==> config.mk <==
export PLATFORM = sky130hd
export DESIGN_NAME = sram_march_ctrl
export DESIGN_NICKNAME = d
export VERILOG_FILES = /design/src/rtl/sram_march_pkg.sv /design/src/rtl/sram_march_chk.sv /design/src/rtl/sram_march_ctrl.sv
export SDC_FILE = /design/constraint.sdc
export NUM_CORES = 1
export LEC_CHECK = 0
export BUFFER_PORTS_ARGS = -buffer_cell sky130_fd_sc_hd__buf_2
export CAP_MARGIN = 20
export CELL_PAD_IN_SITES_DETAIL_PLACEMENT = 0
export CELL_PAD_IN_SITES_GLOBAL_PLACEMENT = 1
export CORE_MARGIN = 2
export CORE_UTILIZATION = 38
export CTS_BUF_LIST = sky130_fd_sc_hd__clkbuf_4
export CTS_CLUSTER_SIZE = 8
export DETAILED_ROUTE_END_ITERATION = 16
export GPL_ROUTABILITY_DRIVEN = 0
export PLACE_DENSITY = 0.89
export SLEW_MARGIN = 30
export SYNTH_ARGS = -nofsm -noshare
export SYNTH_HDL_FRONTEND = slang
export SYNTH_SLANG_ARGS = --single-unit
export TNS_END_PERCENT = 20
==> constraint.sdc <==
create_clock -name clk -period 3 [get_ports clk]
set_input_delay 0.45 -clock clk [delete_from_list [all_inputs] [get_ports clk]]
set_output_delay 0.45 -clock clk [all_outputs]
set_load 0.01 [all_outputs]
==> src/rtl/sram_march_pkg.sv <==
// Shared types and constants for the March C- SRAM self-test sequencer:
// FSM states, per-element op descriptors and the data backgrounds.
package sram_march_pkg;

    typedef enum logic [1:0] {IDLE, RUN, DRAIN, DONE} state_t;

    // One March element: walk direction, one or two ops, and for each op
    // whether it reads (else writes) and whether it uses ~B instead of B.
    typedef struct packed {
        logic down;
        logic two_ops;
        logic op0_rd;
        logic op0_inv;
        logic op1_rd;
        logic op1_inv;
    } elem_t;

    localparam logic [2:0] LAST_ELEM = 3'd5;
    localparam logic [7:0] BG_PASS0  = 8'h00;
    localparam logic [7:0] BG_PASS1  = 8'h55;

    function automatic elem_t elem_desc(input logic [2:0] idx);
        case (idx)
            3'd0:    return '{down: 1'b0, two_ops: 1'b0, op0_rd: 1'b0, op0_inv: 1'b0, op1_rd: 1'b0, op1_inv: 1'b0};
            3'd1:    return '{down: 1'b0, two_ops: 1'b1, op0_rd: 1'b1, op0_inv: 1'b0, op1_rd: 1'b0, op1_inv: 1'b1};
            3'd2:    return '{down: 1'b0, two_ops: 1'b1, op0_rd: 1'b1, op0_inv: 1'b1, op1_rd: 1'b0, op1_inv: 1'b0};
            3'd3:    return '{down: 1'b1, two_ops: 1'b1, op0_rd: 1'b1, op0_inv: 1'b0, op1_rd: 1'b0, op1_inv: 1'b1};
            3'd4:    return '{down: 1'b1, two_ops: 1'b1, op0_rd: 1'b1, op0_inv: 1'b1, op1_rd: 1'b0, op1_inv: 1'b0};
            3'd5:    return '{down: 1'b0, two_ops: 1'b0, op0_rd: 1'b1, op0_inv: 1'b0, op1_rd: 1'b0, op1_inv: 1'b0};
            default: return '0;
        endcase
    endfunction

    function automatic logic elem_down(input logic [2:0] idx);
        elem_t d;
        d = elem_desc(idx);
        return d.down;
    endfunction

endpackage

==> src/rtl/sram_march_chk.sv <==
// Read-data checker: one pending-read slot, comparator against s_qdata,
// sticky first-failure capture and a saturating miscompare counter.
module sram_march_chk #(
    parameter int ADDR_W = 10,
    parameter int DATA_W = 8
) (
    input  logic              clk,
    input  logic              reset_n,
    input  logic              rd_valid,
    input  logic [ADDR_W-1:0] rd_addr,
    input  logic [DATA_W-1:0] rd_exp,
    input  logic [DATA_W-1:0] s_qdata,
    input  logic              clr,
    input  logic              flush,
    output logic              fail,
    output logic [ADDR_W-1:0] fail_addr,
    output logic [DATA_W-1:0] fail_exp,
    output logic [DATA_W-1:0] fail_got,
    output logic [15:0]       err_cnt
);

    logic              pend_valid;
    logic [ADDR_W-1:0] pend_addr;
    logic [DATA_W-1:0] pend_exp;
    logic              miscmp;

    // s_qdata belongs to the read registered one cycle earlier
    assign miscmp = pend_valid && !flush && (s_qdata != pend_exp);

    always_ff @(posedge clk or negedge reset_n) begin
        if (!reset_n) begin
            pend_valid <= 1'b0;
            pend_addr  <= '0;
            pend_exp   <= '0;
            fail       <= 1'b0;
            fail_addr  <= '0;
            fail_exp   <= '0;
            fail_got   <= '0;
            err_cnt    <= '0;
        end else begin
            pend_valid <= rd_valid && !flush && !clr;
            pend_addr  <= rd_addr;
            pend_exp   <= rd_exp;
            if (clr) begin
                fail      <= 1'b0;
                fail_addr <= '0;
                fail_exp  <= '0;
                fail_got  <= '0;
                err_cnt   <= '0;
            end else if (miscmp) begin
                if (err_cnt != 16'hFFFF) err_cnt <= err_cnt + 16'd1;
                if (!fail) begin
                    fail      <= 1'b1;
                    fail_addr <= pend_addr;
                    fail_exp  <= pend_exp;
                    fail_got  <= s_qdata;
                end
            end
        end
    end

endmodule

==> src/rtl/sram_march_ctrl.sv <==
// March C- self-test sequencer driving the SRAM strobes directly.
// Define SRAM_MARCH_BG_EN to add a second pass with background 8'h55.
module sram_march_ctrl
    import sram_march_pkg::*;
#(
    parameter int ADDR_W = 10,
    parameter int DATA_W = 8,
    parameter int DEPTH  = 1024
) (
    input  logic              clk,
    input  logic              reset_n,
    input  logic              start,
    input  logic              abort,
    output logic              busy,
    output logic              done,
    output logic              fail,
    output logic [ADDR_W-1:0] fail_addr,
    output logic [DATA_W-1:0] fail_exp,
    output logic [DATA_W-1:0] fail_got,
    output logic [15:0]       err_cnt,
    output logic              s_cen,
    output logic              s_oen,
    output logic              s_wen,
    output logic [ADDR_W-1:0] s_addr,
    output logic [DATA_W-1:0] s_ddata,
    input  logic [DATA_W-1:0] s_qdata,
    output state_t            state_dbg
);

`ifdef SRAM_MARCH_BG_EN
    localparam bit TWO_PASS = 1'b1;
`else
    localparam bit TWO_PASS = 1'b0;
`endif
    localparam logic [ADDR_W-1:0] TOP_ADDR = ADDR_W'(DEPTH - 1);

    state_t            state, state_n;
    logic [2:0]        elem, elem_n;
    logic              op, op_n;
    logic [ADDR_W-1:0] addr, addr_n;
    logic              pass, pass_n;
    logic              start_ok;
    elem_t             desc;
    logic              last_op, last_addr, running;
    logic              cur_rd, cur_inv;
    logic [DATA_W-1:0] bg, cur_data;

    assign desc      = elem_desc(elem);
    assign last_op   = !desc.two_ops || op;
    assign last_addr = desc.down ? (addr == '0) : (addr == TOP_ADDR);
    assign running   = (state == RUN);
    assign cur_rd    = op ? desc.op1_rd  : desc.op0_rd;
    assign cur_inv   = op ? desc.op1_inv : desc.op0_inv;
    assign bg        = pass ? DATA_W'(BG_PASS1) : DATA_W'(BG_PASS0);
    assign cur_data  = cur_inv ? ~bg : bg;

    always_ff @(posedge clk or negedge reset_n) begin
        if (!reset_n) begin
            state <= IDLE;
            elem  <= '0;
            op    <= 1'b0;
            addr  <= '0;
            pass  <= 1'b0;
        end else begin
            state <= state_n;
            elem  <= elem_n;
            op    <= op_n;
            addr  <= addr_n;
            pass  <= pass_n;
        end
    end

    // start is a one-cycle request taken only in IDLE/DONE; abort is a level
    // that wins over start and every RUN/DRAIN transition.
    always_comb begin
        state_n  = state;
        elem_n   = elem;
        op_n     = op;
        addr_n   = addr;
        pass_n   = pass;
        start_ok = 1'b0;
        if (abort) begin
            state_n = IDLE;
        end else begin
            case (state)
                IDLE, DONE: begin
                    if (start) begin
                        state_n  = RUN;
                        elem_n   = '0;
                        op_n     = 1'b0;
                        addr_n   = '0;
                        pass_n   = 1'b0;
                        start_ok = 1'b1;
                    end
                end
                RUN: begin
                    if (!last_op) begin
                        op_n = 1'b1;
                    end else begin
                        op_n = 1'b0;
                        if (!last_addr) begin
                            addr_n = desc.down ? addr - 1'b1 : addr + 1'b1;
                        end else if (elem != LAST_ELEM) begin
                            elem_n = elem + 3'd1;
                            addr_n = elem_down(elem + 3'd1) ? TOP_ADDR : '0;
                        end else if (TWO_PASS && !pass) begin
                            pass_n = 1'b1;
                            elem_n = '0;
                            addr_n = '0;
                        end else begin
                            state_n = DRAIN;
                        end
                    end
                end
                DRAIN:   state_n = DONE;
                default: state_n = IDLE;
            endcase
        end
    end

    // Strobes decode from registered state so reset clears them without a clock
    assign s_cen     = !running;
    assign s_wen     = !(running && !cur_rd);
    assign s_oen     = !(running && cur_rd);
    assign s_addr    = running ? addr : '0;
    assign s_ddata   = (running && !cur_rd) ? cur_data : '0;
    assign busy      = (state == RUN) || (state == DRAIN);
    assign done      = (state == DONE);
    assign state_dbg = state;

    sram_march_chk #(
        .ADDR_W(ADDR_W),
        .DATA_W(DATA_W)
    ) u_chk (
        .clk      (clk),
        .reset_n  (reset_n),
        .rd_valid (running && cur_rd),
        .rd_addr  (addr),
        .rd_exp   (cur_data),
        .s_qdata  (s_qdata),
        .clr      (start_ok),
        .flush    (abort),
        .fail     (fail),
        .fail_addr(fail_addr),
        .fail_exp (fail_exp),
        .fail_got (fail_got),
        .err_cnt  (err_cnt)
    );

endmodule
# After elaboration in Yosys (flattened, before gate mapping)
# Index checks and enable logic that the tools add are counted.
dict set report totals {
  wordCells 122
  inputBits 12
  register_bits 78
  output_inout_bits 68
}
dict set report op_classes {
  n_bitwise 1
  mux 51
  reduce_logical 27
  n_eq_ne 27
  addsub 4
}
# cell n
set op_table {}
lappend op_table {{10-bit 2-to-1 mux} 10}
lappend op_table {{8-bit 2-to-1 mux} 8}
lappend op_table {{6-bit case mux with 5 select lines} 2}
lappend op_table {{16-bit 2-to-1 mux} 3}
lappend op_table {{6-bit 2-to-1 mux} 5}
lappend op_table {{10-bit case mux with 2 select lines} 1}
lappend op_table {{16-bit by 1-bit adder with 16-bit output, second input constant} 1}
lappend op_table {{16-bit != test, second input constant} 1}
lappend op_table {{3-bit != test, second input constant} 5}
lappend op_table {{3-bit by 2-bit equality test with 1-bit output, second input constant} 4}
lappend op_table {{3-bit equality test, second input constant} 4}
lappend op_table {{3-bit 2-to-1 mux} 4}
lappend op_table {{10-bit by 1-bit adder with 10-bit output, second input constant} 1}
lappend op_table {{10-bit equality test, second input constant} 1}
lappend op_table {{10-bit logical NOT} 1}
lappend op_table {{1-bit 2-to-1 mux} 10}
lappend op_table {{2-bit 2-to-1 mux} 5}
lappend op_table {{10-bit by 1-bit subtractor with 10-bit output, second input constant} 1}
lappend op_table {{8-bit != test} 1}
lappend op_table {{1-bit logical NOT} 7}
lappend op_table {{3-bit by 1-bit equality test with 1-bit output, second input constant} 2}
lappend op_table {{1-bit logical AND} 6}
lappend op_table {{2-bit != test, second input constant} 3}
lappend op_table {{2-bit case mux with 3 select lines} 1}
lappend op_table {{17 further kinds} 23}

# Logic depth before layout (Yosys ltp)
dict set report depth {
  word_depth 13
  ltp_mapped 13
  ltp_nobuf 11
}

# Cells and area by module
# A second synthesis with hierarchy kept.
dict set report hier_totals {
  cells_unflattened 410
  hier_area_um2 4196.5
}
# mod n_inst area_each_um2 cells_each seq_area_each_um2
set modules_own_cells {}
lappend modules_own_cells {sram_march_chk 1 2698.8 222 1551.5}
lappend modules_own_cells {sram_march_ctrl 1 1497.7 188 400.4}

# Worst setup path before layout
# Ideal clock, no wire load.
dict set report synth_path {
  path_kind {reg2reg}
  startpoint {register elem[2]}
  endpoint {register addr[8]}
  path_stages_with_launch 14
  slack_ns 0.078
  arrival_ns 2.793
  required_ns 2.871
  period_less_slack_ns 2.922
  path_buffers 2
  setup_time_ns 0.129
  path_cell_list {dfrtp_1 clkbuf_1 inv_1 ha_1 a21oi_1 clkbuf_1 xnor2_1 ha_1 nand2_1 a211oi_1 mux2i_1 nor2_1 o21ai_0 o21ai_0}
}
dict set report synth_via {
  elab_chain_len 13
  elab_cells_between_ends 31
  cone_classes {1 x add/sub; 13 x eq/ne; 14 x mux; 3 x reduce/logical}
}
# item line
set synth_lines {}
lappend synth_lines {{start: declaration} sram_march_ctrl.sv:38} ;# logic [2:0] elem, elem_n;
lappend synth_lines {{start signal: assignment} sram_march_ctrl.sv:66} ;# elem <= elem_n;
lappend synth_lines {{3-bit by 1-bit adder with 3-bit output} sram_march_ctrl.sv:105} ;# addr_n = elem_down(elem + 3'd1) ? TOP_ADDR : '0;
lappend synth_lines {{3-bit equality test (tied with other cells)} sram_march_pkg.sv:23} ;# case (idx)
lappend synth_lines {{6-bit case mux with 5 select lines} sram_march_pkg.sv:23}
lappend synth_lines {{6-bit 2-to-1 mux} sram_march_ctrl.sv:103} ;# end else if (elem != LAST_ELEM) begin
lappend synth_lines {{6-bit 2-to-1 mux} sram_march_ctrl.sv:101} ;# if (!last_addr) begin
lappend synth_lines {{6-bit 2-to-1 mux} sram_march_ctrl.sv:97} ;# if (!last_op) begin
lappend synth_lines {{6-bit 2-to-1 mux} sram_march_ctrl.sv:85} ;# case (state)
lappend synth_lines {{6-bit 2-to-1 mux} sram_march_ctrl.sv:82} ;# if (abort) begin
lappend synth_lines {{10-bit 2-to-1 mux} sram_march_ctrl.sv:105}
lappend synth_lines {{10-bit 2-to-1 mux} sram_march_ctrl.sv:103}
lappend synth_lines {{10-bit 2-to-1 mux} sram_march_ctrl.sv:101}
lappend synth_lines {{10-bit 2-to-1 mux} sram_march_ctrl.sv:97}
lappend synth_lines {{10-bit case mux with 2 select lines} sram_march_ctrl.sv:85}
lappend synth_lines {{end signal: assignment} sram_march_ctrl.sv:68} ;# addr <= addr_n;
lappend synth_lines {{end: declaration} sram_march_ctrl.sv:40} ;# logic [ADDR_W-1:0] addr, addr_n;
# Several ways; a longest one is shown, not always the timed one. The select of a mux whose other input is x is not followed.
# A chain may end at the register's enable or synchronous reset.

# Final worst setup path
dict set report layout_path {
  startpoint {register elem[1]}
  endpoint {register elem[2]}
}
dict set report layout_via {
  elab_chain_len 6
  elab_cells_between_ends 19
  cone_classes {1 x add/sub; 9 x eq/ne; 6 x mux; 3 x reduce/logical}
}
# item line
set layout_lines {}
lappend layout_lines {{3-bit equality test (tied with other cells)} sram_march_pkg.sv:23}
lappend layout_lines {{6-bit case mux with 5 select lines} sram_march_pkg.sv:23}
lappend layout_lines {{1-bit logical NOT} sram_march_ctrl.sv:49} ;# assign last_op = !desc.two_ops || op;
lappend layout_lines {{1-bit logical OR} sram_march_ctrl.sv:49}
lappend layout_lines {{2-bit != test (no source line)} n/a}
lappend layout_lines {{6-bit AND reduction (no source line)} n/a}
# Several ways; a longest one is shown, not always the timed one. The select of a mux whose other input is x is not followed.

==> impl_metrics.csv <==
group,metric,value,unit
placed_design,hpwlAfterDp,5590,um
hold_path,min_path_type,"in -> reg",
critical_path,crit_fanout,7,
run_status,status,"finished, final reports clean",
synthesis,synthesis.area,3410,um2
clock_tree,clockBufferDepth,2,
synthesis,synth_top_area_share,0.469,
synthesis,syn_nets,371,
sta,fin_crit_sh,0.937,
critical_path,end_kind,"flop",
synthesis,synth_edf_count,0,
global_routing,overflow,0,
sta,layout_min_cycle_time,2.81,ns
synthesis,ys_seq_area_frac,0.469,
synthesis,synth_compound_area_frac,0.148,
sta,report.final.slew_viol_count,0,
floorplan,die_x,98.8,um
synthesis,synth_cell_types,50,
drt,drc,0,
sta,hold_violations,0,
synthesis,synthXorXnorAreaFrac,0.0411,
placed_design,dp.cells,516,
clock_tree,numCtsBuffers,9,
global_routing,grt_pass1_vias,2615,
critical_path,cp.arrival,3.14,ns
synthesis,postSynth.topFlopCell,"dfrtp_1",
layout,drive_gt1_frac,0.285,
floorplan,fp-row-count,34,
sta,slew_headroom,0.626,
synthesis,muxShareOfSynthArea,0.0147,
drt,drtAntennaViolNets,0,
critical_path,crit_type,"reg -> reg",
global_routing,grt_max_degree,33,
layout,instances_no_fill,532,
placed_design,port-buffer-count,79,
sta,finClkSkew,0.0209,ns
synthesis,synth_top_area_cell,"dfrtp_1",
drt,firstDrtPassIters,4,
global_routing,grt_usage,0.160,
global_routing,antenna_found_initial,0,
run,drv_cap,0,
layout,post-route-util,0.459,
layout,diodes,0,
power,peakVddDrop,0.220,mV
synthesis,yosysWarnings,0,
floorplan,die_area,9750,um2
floorplan,io_pins,80,
sta,finalSetupTns,0,ns
layout,nNetsFinal,444,
power,power.total,2680,uW
global_routing,grt_pass1_wl,12500,um
clock_tree,cts_tree,"done",
floorplan,start_util,0.391,
synthesis,ys_top_cells_by_area,"dfrtp_1 (47%), a22o_1 (5.4%), ha_1 (4.4%)",
sta,rsz0062_at_grt,"true",
floorplan,design.core.area,8720,um2
synthesis,ys_ff_latch,64,
drt,wl_per_cell,14.5,um
drt,drt_iter0_drc,103,
floorplan,fp.dieH,98.8,um
synthesis,postSynthCellCount,347,
clock_tree,clkSinkCount,64,
clock_tree,cts_root_buffer,"clkbuf_4",
sta,tightest_slew,0.554,ns
drt,via_per_inst,5.24,
clock_tree,htree_levels,3,
critical_path,crit_required,3.33,ns
drt,drt_wl_total,7730,um
sta,max_freq,0.356,GHz
sta,report.final.setup_viol,0,
synthesis,synthAdderAreaFrac,0.0440,
synthesis,async_flop_share,1.00,
sta,whs,0.289,ns
synthesis,synthTopCellsByCount,"dfrtp_1 (64), nor2_1 (36), nand2_1 (24), a22o_1 (21), o21ai_0 (16)",
power,p_leak,0.00207,uW
clock_tree,clkLatencyLatePin,0.42,ns
drt,vias,2789,
clock_tree,path_clk_slew,0.10,ns
critical_path,cp-start-kind,"flop",
synthesis,synthSimpleGateAreaFrac,0.209,
synthesis,synth_top_family_by_area,"simple AND/OR/NAND/NOR gates",
power,p_per_area,670,nW/um2
layout,syn2layout_area_growth,17.3,%
synthesis,post-synth-top-count-cell,"dfrtp_1",
synthesis,avgSynthCellArea,9.83,um2
==> path summary, 6_finish.rpt <==
| path | startpoint | endpoint | slack (ns) | cells after the start |
|---|---|---|---|---|
| max in group asynchronous | reset_n | u_chk.fail | 1.83 | 3 |
| min reg2reg | addr[9] | u_chk.pend_addr[9] | 0.43 | 0 |
| max reg2reg | elem[1] | elem[2] | 0.19 | 9 |
| min | s_qdata[2] | u_chk.fail_got[2] | 0.29 | 2 |
| max | elem[1] | elem[2] | 0.19 | 9 |
| min in group asynchronous | reset_n | u_chk.pend_addr[3] | 0.45 | 2 |
==> cell type report <==
cell class	count	area [um2]
clock buffer	10	75.1
clock inverter	5	58.8
fill	814	4720
inverter	15	56.3
multi-input combinational	236	1570
sequential	64	1600
tap	108	135
timing repair buffer	94	510
==> flip-flops by register name (all words and copies together) (netlist names), 2 cells and up <==
signal and count:
u_chk.fail_got 8, addr 10, u_chk.pend_addr 10, elem 3, u_chk.fail_addr 10, state_dbg 2
u_chk.err_cnt 16
==> kinds of logic after synthesis <==
| kind of cell | count (synthesis) |
|---|---|
| buffers and inverters | 47 |
| AND/OR/NAND/NOR | 135 |
| multiplexers | 5 |
| adder cells (fa/ha/maj) | 12 |
| XOR/XNOR | 16 |
| flip-flops | 64 |
| AO/OA/AOI/OAI | 68 |
==> through the flow <==
step	area (um2)	worst slack, ns
3_3_place_gp	3860	0.249
4_1_cts	4000	0.105
3_5_place_dp	3860	0.136
6_report	4000	0.188
5_1_grt	4000	-0.00180
2_1_floorplan	3410	0.0782
==> layer usage <==
| metal | global-route usage | wire length (um) |
|---|---|---|
| met1 | 0.222 | 3640 |
| met5 | 0 | 0 |
| met2 | 0.242 | 3520 |
| met4 | 0.0695 | 141 |
| met3 | 0.0348 | 430 |
==> where the power goes <==
part | total, uW | switching (uW) | internal (uW)
Sequential | 1150 | 159 | 989
Clock | 571 | 313 | 259
Combinational | 963 | 567 | 396
==> cell usage in the layout, fill, tap and decap left out, types with 4 or more instances in the layout <==
cell,synthesis,layout
and2_1,9,9
dfrtp_1,64,64
buf_4,15,14
and3_1,5,5
nand4_1,13,13
xor2_1,14,14
nand3_1,14,14
clkbuf_4,0,10
mux2i_1,5,5
nor2_1,36,36
a21oi_1,10,9
and4_1,4,4
a211oi_1,4,4
a22o_1,21,21
nor3_1,8,7
buf_2,4,79
nand2_1,24,24
inv_1,14,14
nor2b_1,4,4
o21ai_0,16,16
ha_1,12,12
==> worst max-delay path, cell delays in order (launching register included) <==
cell and delay (ns):
dfrtp_1 0.45, inv_1 0.14, ha_1 0.26, a21oi_2 0.14, buf_4 0.17, or4_1 0.54
o22ai_4 0.24, a31oi_2 0.15, nor4_4 0.41, mux2i_1 0.23
==> what timing repair did <==
action	in CTS	in global routing
buffers inserted	0	0
gates resized for setup	0	1
endpoints found under the setup margin	0	6
endpoints found under the hold margin	12	0
hold buffers	1	0
Note: power is estimated with default switching activity, not from simulation.
